$ cat config.mk
export PLATFORM = sky130hd
export DESIGN_NAME = ex_stage
export DESIGN_NICKNAME = d
export VERILOG_FILES = /design/src/rtl/ex_stage.sv
export SDC_FILE = /design/constraint.sdc
export NUM_CORES = 1
export LEC_CHECK = 0
export ABC_AREA = 1
export CAP_MARGIN = 20
export CORE_MARGIN = 10
export CORE_UTILIZATION = 57
export CTS_CLUSTER_DIAMETER = 50
export DETAILED_ROUTE_END_ITERATION = 6
export PLACE_DENSITY = 0.84
export SLEW_MARGIN = 25
export SYNTH_ARGS = -nofsm -noshare
export SYNTH_HDL_FRONTEND = slang
export SYNTH_SLANG_ARGS = --single-unit
$ cat constraint.sdc
create_clock -name clk -period 7.4 [get_ports clk]
set_input_delay 0.74 -clock clk [delete_from_list [all_inputs] [get_ports clk]]
set_output_delay 0.74 -clock clk [all_outputs]
set_load 0.01 [all_outputs]
$ cat src/rtl/ex_stage.sv
// ---------------------------------------------------------------------------
// ex_stage -- execute stage of the 32-bit pipeline.
//
// Computes the ALU result for the instruction held in the ID/EX register and
// registers it, together with store data and memory/writeback control, into
// the EX/MEM boundary. An optional iterative shift-add multiplier (one bit of
// the multiplier per cycle) stalls upstream via ex_busy while it runs and
// sends bubbles downstream until the product is ready.
//
// Build option:
//   EX_MUL_UNIT_EN  defined   -> multiplier + IDLE/BUSY FSM present, MUL takes
//                                33 cycles from acceptance to result.
//                   undefined -> no multiplier; alu_op 12 yields 0 in 1 cycle,
//                                ex_busy is tied low.
//
// Ports:
//   clk, rst (sync, active-low)
//   ex_valid, alu_op[3:0], opA/opB[31:0], store_data[31:0],
//   ex_write_En, ex_read_En, ex_Mem_WB[1:0], ex_dest[4:0], flush  (inputs)
//   ex_busy                                  stall request to upstream
//   DataAddress, WriteData, write_En, read_En, Mem_WB, dest  (EX/MEM regs)
// ---------------------------------------------------------------------------
module ex_stage #(
  parameter int MUL_CYCLES = 32
) (
  input  logic        clk,
  input  logic        rst,
  input  logic        ex_valid,
  input  logic [3:0]  alu_op,
  input  logic [31:0] opA,
  input  logic [31:0] opB,
  input  logic [31:0] store_data,
  input  logic        ex_write_En,
  input  logic        ex_read_En,
  input  logic [1:0]  ex_Mem_WB,
  input  logic [4:0]  ex_dest,
  input  logic        flush,
  output logic        ex_busy,
  output logic [31:0] DataAddress,
  output logic [31:0] WriteData,
  output logic        write_En,
  output logic        read_En,
  output logic [1:0]  Mem_WB,
  output logic [4:0]  dest
);

  // The counter compare and the 6-bit counter assume exactly 32 iterations.
  if (MUL_CYCLES != 32) begin : g_bad_mul_cycles
    $error("ex_stage: MUL_CYCLES must be 32");
  end

  // -------------------------------------------------------------------------
  // Single-cycle ALU
  // -------------------------------------------------------------------------
  logic [4:0]  shamt;
  logic [31:0] alu_res;

  assign shamt = opB[4:0];

  always_comb begin
    alu_res = '0;
    case (alu_op)
      4'd0:    alu_res = opA + opB;
      4'd1:    alu_res = opA - opB;
      4'd2:    alu_res = opA & opB;
      4'd3:    alu_res = opA | opB;
      4'd4:    alu_res = opA ^ opB;
      4'd5:    alu_res = ~(opA | opB);
      4'd6:    alu_res = {31'd0, ($signed(opA) < $signed(opB))};
      4'd7:    alu_res = {31'd0, (opA < opB)};
      4'd8:    alu_res = opA << shamt;
      4'd9:    alu_res = opA >> shamt;
      4'd10:   alu_res = $unsigned($signed(opA) >>> shamt);
      4'd11:   alu_res = {opB[15:0], 16'd0};
      // 12 (MUL) is produced by the multiplier path; 13..15 are undefined.
      default: alu_res = '0;
    endcase
  end

  // Load selects for the EX/MEM register (flush and reset handled below).
  logic        take_alu;
  logic        take_mul;
  logic [31:0] mul_res;

`ifdef EX_MUL_UNIT_EN
  // -------------------------------------------------------------------------
  // Iterative shift-add multiplier
  // -------------------------------------------------------------------------
  localparam logic [3:0] OP_MUL = 4'd12;
  localparam int unsigned CNT_W = $clog2(MUL_CYCLES) + 1;
  localparam logic [CNT_W-1:0] CNT_LAST = CNT_W'(MUL_CYCLES - 1);

  typedef enum logic {S_IDLE, S_BUSY} state_e;

  state_e           state_q, state_d;
  logic [CNT_W-1:0] cnt_q, cnt_d;
  logic [31:0]      mcand_q, mcand_d;
  logic [31:0]      mplier_q, mplier_d;
  logic [31:0]      acc_q, acc_d;
  logic [31:0]      acc_sum;
  logic             mul_start;
  logic             mul_last;
  logic             busy_raw;

  assign mul_start = ex_valid & (alu_op == OP_MUL) & ~flush;
  // Accumulator value after this cycle's iteration; on the last iteration
  // this is the finished product.
  assign acc_sum   = acc_q + (mplier_q[0] ? mcand_q : 32'd0);
  assign mul_res   = acc_sum;

  always_comb begin
    state_d  = state_q;
    cnt_d    = cnt_q;
    mcand_d  = mcand_q;
    mplier_d = mplier_q;
    acc_d    = acc_q;
    busy_raw = 1'b0;
    mul_last = 1'b0;
    take_alu = 1'b0;
    case (state_q)
      S_IDLE: begin
        busy_raw = mul_start;
        take_alu = ex_valid & ~mul_start;
        if (mul_start) begin
          state_d  = S_BUSY;
          mcand_d  = opA;
          mplier_d = opB;
          acc_d    = '0;
          cnt_d    = '0;
        end
      end
      S_BUSY: begin
        // The final iteration runs while ex_busy is already low, so upstream
        // advances on the same edge that captures the product.
        busy_raw = (cnt_q != CNT_LAST);
        mul_last = (cnt_q == CNT_LAST);
        acc_d    = acc_sum;
        mcand_d  = mcand_q << 1;
        mplier_d = mplier_q >> 1;
        cnt_d    = cnt_q + CNT_W'(1);
        if (mul_last) begin
          state_d = S_IDLE;
        end
      end
      default: state_d = S_IDLE;
    endcase
    // An abort wins over everything, including the final iteration.
    if (flush) begin
      state_d = S_IDLE;
      cnt_d   = '0;
    end
  end

  assign take_mul = mul_last;
  // Reset gates the stall so upstream is never held while in reset.
  assign ex_busy  = rst & busy_raw;

  always_ff @(posedge clk) begin
    if (!rst) begin
      state_q  <= S_IDLE;
      cnt_q    <= '0;
      mcand_q  <= '0;
      mplier_q <= '0;
      acc_q    <= '0;
    end else begin
      state_q  <= state_d;
      cnt_q    <= cnt_d;
      mcand_q  <= mcand_d;
      mplier_q <= mplier_d;
      acc_q    <= acc_d;
    end
  end
`else
  // No multiplier: every valid instruction (MUL included) is a 1-cycle op.
  assign take_alu = ex_valid;
  assign take_mul = 1'b0;
  assign mul_res  = '0;
  assign ex_busy  = 1'b0;
`endif

  // -------------------------------------------------------------------------
  // EX/MEM register
  // -------------------------------------------------------------------------
  logic [31:0] addr_q, addr_d;
  logic [31:0] wdata_q, wdata_d;
  logic        we_q, we_d;
  logic        re_q, re_d;
  logic [1:0]  mem_wb_q, mem_wb_d;
  logic [4:0]  dest_q, dest_d;

  always_comb begin
    // Default is a bubble.
    addr_d   = '0;
    wdata_d  = '0;
    we_d     = 1'b0;
    re_d     = 1'b0;
    mem_wb_d = '0;
    dest_d   = '0;
    if (!flush && (take_alu || take_mul)) begin
      addr_d   = take_mul ? mul_res : alu_res;
      wdata_d  = store_data;
      we_d     = ex_write_En;
      re_d     = ex_read_En;
      mem_wb_d = ex_Mem_WB;
      dest_d   = ex_dest;
    end
  end

  always_ff @(posedge clk) begin
    if (!rst) begin
      addr_q   <= '0;
      wdata_q  <= '0;
      we_q     <= 1'b0;
      re_q     <= 1'b0;
      mem_wb_q <= '0;
      dest_q   <= '0;
    end else begin
      addr_q   <= addr_d;
      wdata_q  <= wdata_d;
      we_q     <= we_d;
      re_q     <= re_d;
      mem_wb_q <= mem_wb_d;
      dest_q   <= dest_d;
    end
  end

  assign DataAddress = addr_q;
  assign WriteData   = wdata_q;
  assign write_En    = we_q;
  assign read_En     = re_q;
  assign Mem_WB      = mem_wb_q;
  assign dest        = dest_q;

endmodule

==> results.yml <==
sta:
  hold_viol_final: 0
  finalCriticalPeriod_ns: 4.062
  holdWs_ns: 0.9040
  rsz0062_at_grt: "false"
  timing.fmax_mhz: 246.2
  fin_ws_ns: 3.338
  tns_ns: 0
  maxSlewViolCount: 0
  setup_viol: 0
  max_slew_margin_pct: 23.52
  min_period_over_period_pct: 54.89
  worstMarginPinSlew_ns: 1.144
global_routing:
  first_global_vias: 14990
  grt.met3_usage_pct: 13.16
  grt_max_degree: 71
  grt_first_pass_wirelength_um: 85450
  grt-ovfl-total: 0
  met1_usage_pct: 48.49
  grt-busiest-layer: "met2"
  antenna_found_initial: 0
  gr-usage-met2_pct: 54.68
  track_usage_pct: 38.35
placement:
  portBuffers: 185
  hpwl_um: 45490
  gp_congestion: 1.145
  dpl_worst_slack_ns: 3.180
synth:
  synth-main-ff-cell: "dfxtp_1"
  yosys_warnings: 0
  synth_cell_type_count: 40
  synth_edf_count: 0
  ys_ff_latch: 73
  synth_nets: 2603
  synthArstFlopShare_pct: 0
  synthCells: 2390
  synth_area_um2: 12310
  yosysSeqAreaShare_pct: 11.87
  syn_avg_cell_area_um2: 5.151
setup_path:
  critPathMaxFanout: 39
  path_class: "input pin to flip-flop"
  cp.arrival_ns: 4.26
  cp_top_family: "buffers and inverters"
  critPathMaxStageDelay_ns: 0.61
  cpMostUsedCell: "nand3_1"
  crit_chain: "clkdlybuf4s50_1 > buf_4 > inv_1 > ha_1 > o21ai_0 > nand3b_1 > nand2_1 > nand3_1 > nand2_1 > nand3_1 > nand3_1 > nor2_1 > nor2_1"
  required_ns: 7.60
  slowest_stage: "ha_1"
  cp-end-kind: "flip-flop"
  path_buf_inv: 3
  worst_setup_path_start_kind: "input pin"
clock_network:
  tritoncts: "built"
  cts_made_buffers: 9
  cts_setup_buffers: 0
  ctsHoldBuffers: 0
  cts_root_buffer: "clkbuf_16"
  clk_pin_slew_worst_paths_ns: 0.07
  postCtsResizedCells: 0
  h-tree-depth: 3
  clockBufferDepth: 2
  clkSinkCount: 73
final_layout:
  fin_util_pct: 67.94
  nNetsFinal: 2703
  area_growth_pct: 16.74
  num-fill-cells: 2112
  drive_above_1_share_pct: 2.244
  diodes: 0
floorplanning:
  start_util_pct: 58.19
  dieHeight_um: 167.0
  die-area_um2: 27880
  placement_rows: 53
  io_pins: 187
  die_w_um: 167.0
  fp.coreArea_um2: 21150
route:
  wirelength_um: 58230
  vias_per_cell: 6.176
  drtAntennaViolNets: 0
  via_count: 17110
  route.detailed.drc: 14
  routedWlPerCell_um: 21.02
  drt_first_iter_violations: 3184
  first_pass_iters: 7
power_and_ir_drop:
  ir_drop_mv: 0.1037
  power_leakage_nw: 7.707
  p_per_area_nw_per_um2: 119.5
outcome:
  violations: "design-rule violations"
  status: "complete, but fails checks"
run:
  max_cap_viol_count: 0
hold_path:
  worstHoldPathType: "input pin to flip-flop"
==> registers in the layout, summed over array words and instances (netlist names) <==
| signal | cells |
|---|---|
| DataAddress | 32 |
| WriteData | 32 |
| dest | 5 |
| Mem_WB | 2 |
| read_En | 1 |
| write_En | 1 |
==> cells by family after synthesis <==
| group | Yosys count | synth area share [%] |
|---|---|---|
| and+or+nand+nor | 1511 | 51.74 |
| buffers and inverters | 455 | 14.69 |
| AOI/OAI and AO/OA | 247 | 11.17 |
| adders and majority gates | 100 | 10.29 |
| DFF | 73 | 11.87 |
| xor gates and xnor gates | 3 | 0.2135 |
| other | 1 | 0.03046 |
==> cell usage in the layout, fill, tap and decap left out, types with 13 or more instances in the layout <==
master / instances
nand2_1: 767
nand3_1: 383
inv_1: 338
nor2_1: 274
clkdlybuf4s50_1: 182
ha_1: 98
a21oi_1: 97
o21ai_0: 83
dfxtp_1: 73
nand4_1: 26
o211ai_1: 19
nor3_1: 18
o22ai_1: 15
and2_1: 13
buf_4: 13
==> power by group <==
part / switching (mW) / internal (mW)
combinational: 0.596 / 0.269
clock: 0.204 / 0.240
sequential: 0.00413 / 0.403
==> path summary, 6_finish.rpt <==
path | startpoint | end | slack [ns] | cells past startpoint
min | store_data[22] | WriteData[22]$_SDFF_PN0_ | 0.90 | 3
max | opB[4] | DataAddress[13]$_SDFF_PN0_ | 3.34 | 13
==> final cells by class <==
class	count	area (µm²)	share of cell area [%]
clock buffers	10	239.0	1.663
repair buffers	198	1934	13.46
inverters	346	1299	9.037
clock inverters	6	50.05	0.3482
well taps	275	344.1	2.394
flip-flops and latches	73	1461	10.17
multi-input cells	1862	9044	62.93
==> cell usage after synthesis, types with 10 or more instances <==
library cell  count  area share, %
a21oi_1          97            3.9
a31oi_1          10           0.51
and2_1           13           0.66
buf_1            10           0.30
buf_2            60            2.4
clkbuf_1         29           0.88
dfxtp_1          73             12
ha_1             98             10
inv_1           338             10
nand2_1         767             23
nand3_1         383             16
nand4_1          26            1.3
nor2_1          275            8.4
nor3_1           18           0.73
o211ai_1         19            1.2
o21ai_0          83            3.4
o22ai_1          15           0.76
==> through the flow <==
step	instances	cell area (µm²)	power, mW
4_1_cts	2770	14370	1.669
3_3_place_gp	2754	14080	1.216
2_1_floorplan	2390	12310	0.9321
3_5_place_dp	2754	14080	1.227
5_1_grt	2770	14370	1.787
6_report	2770	14370	1.717
==> metal layers <==
metal,share of wire [%],up-vias
li1,-,7801
met3,17,299
met1,37,7423
met4,7.6,0
met2,39,1585
met5,0,-
(Power assumes the default switching activity.)
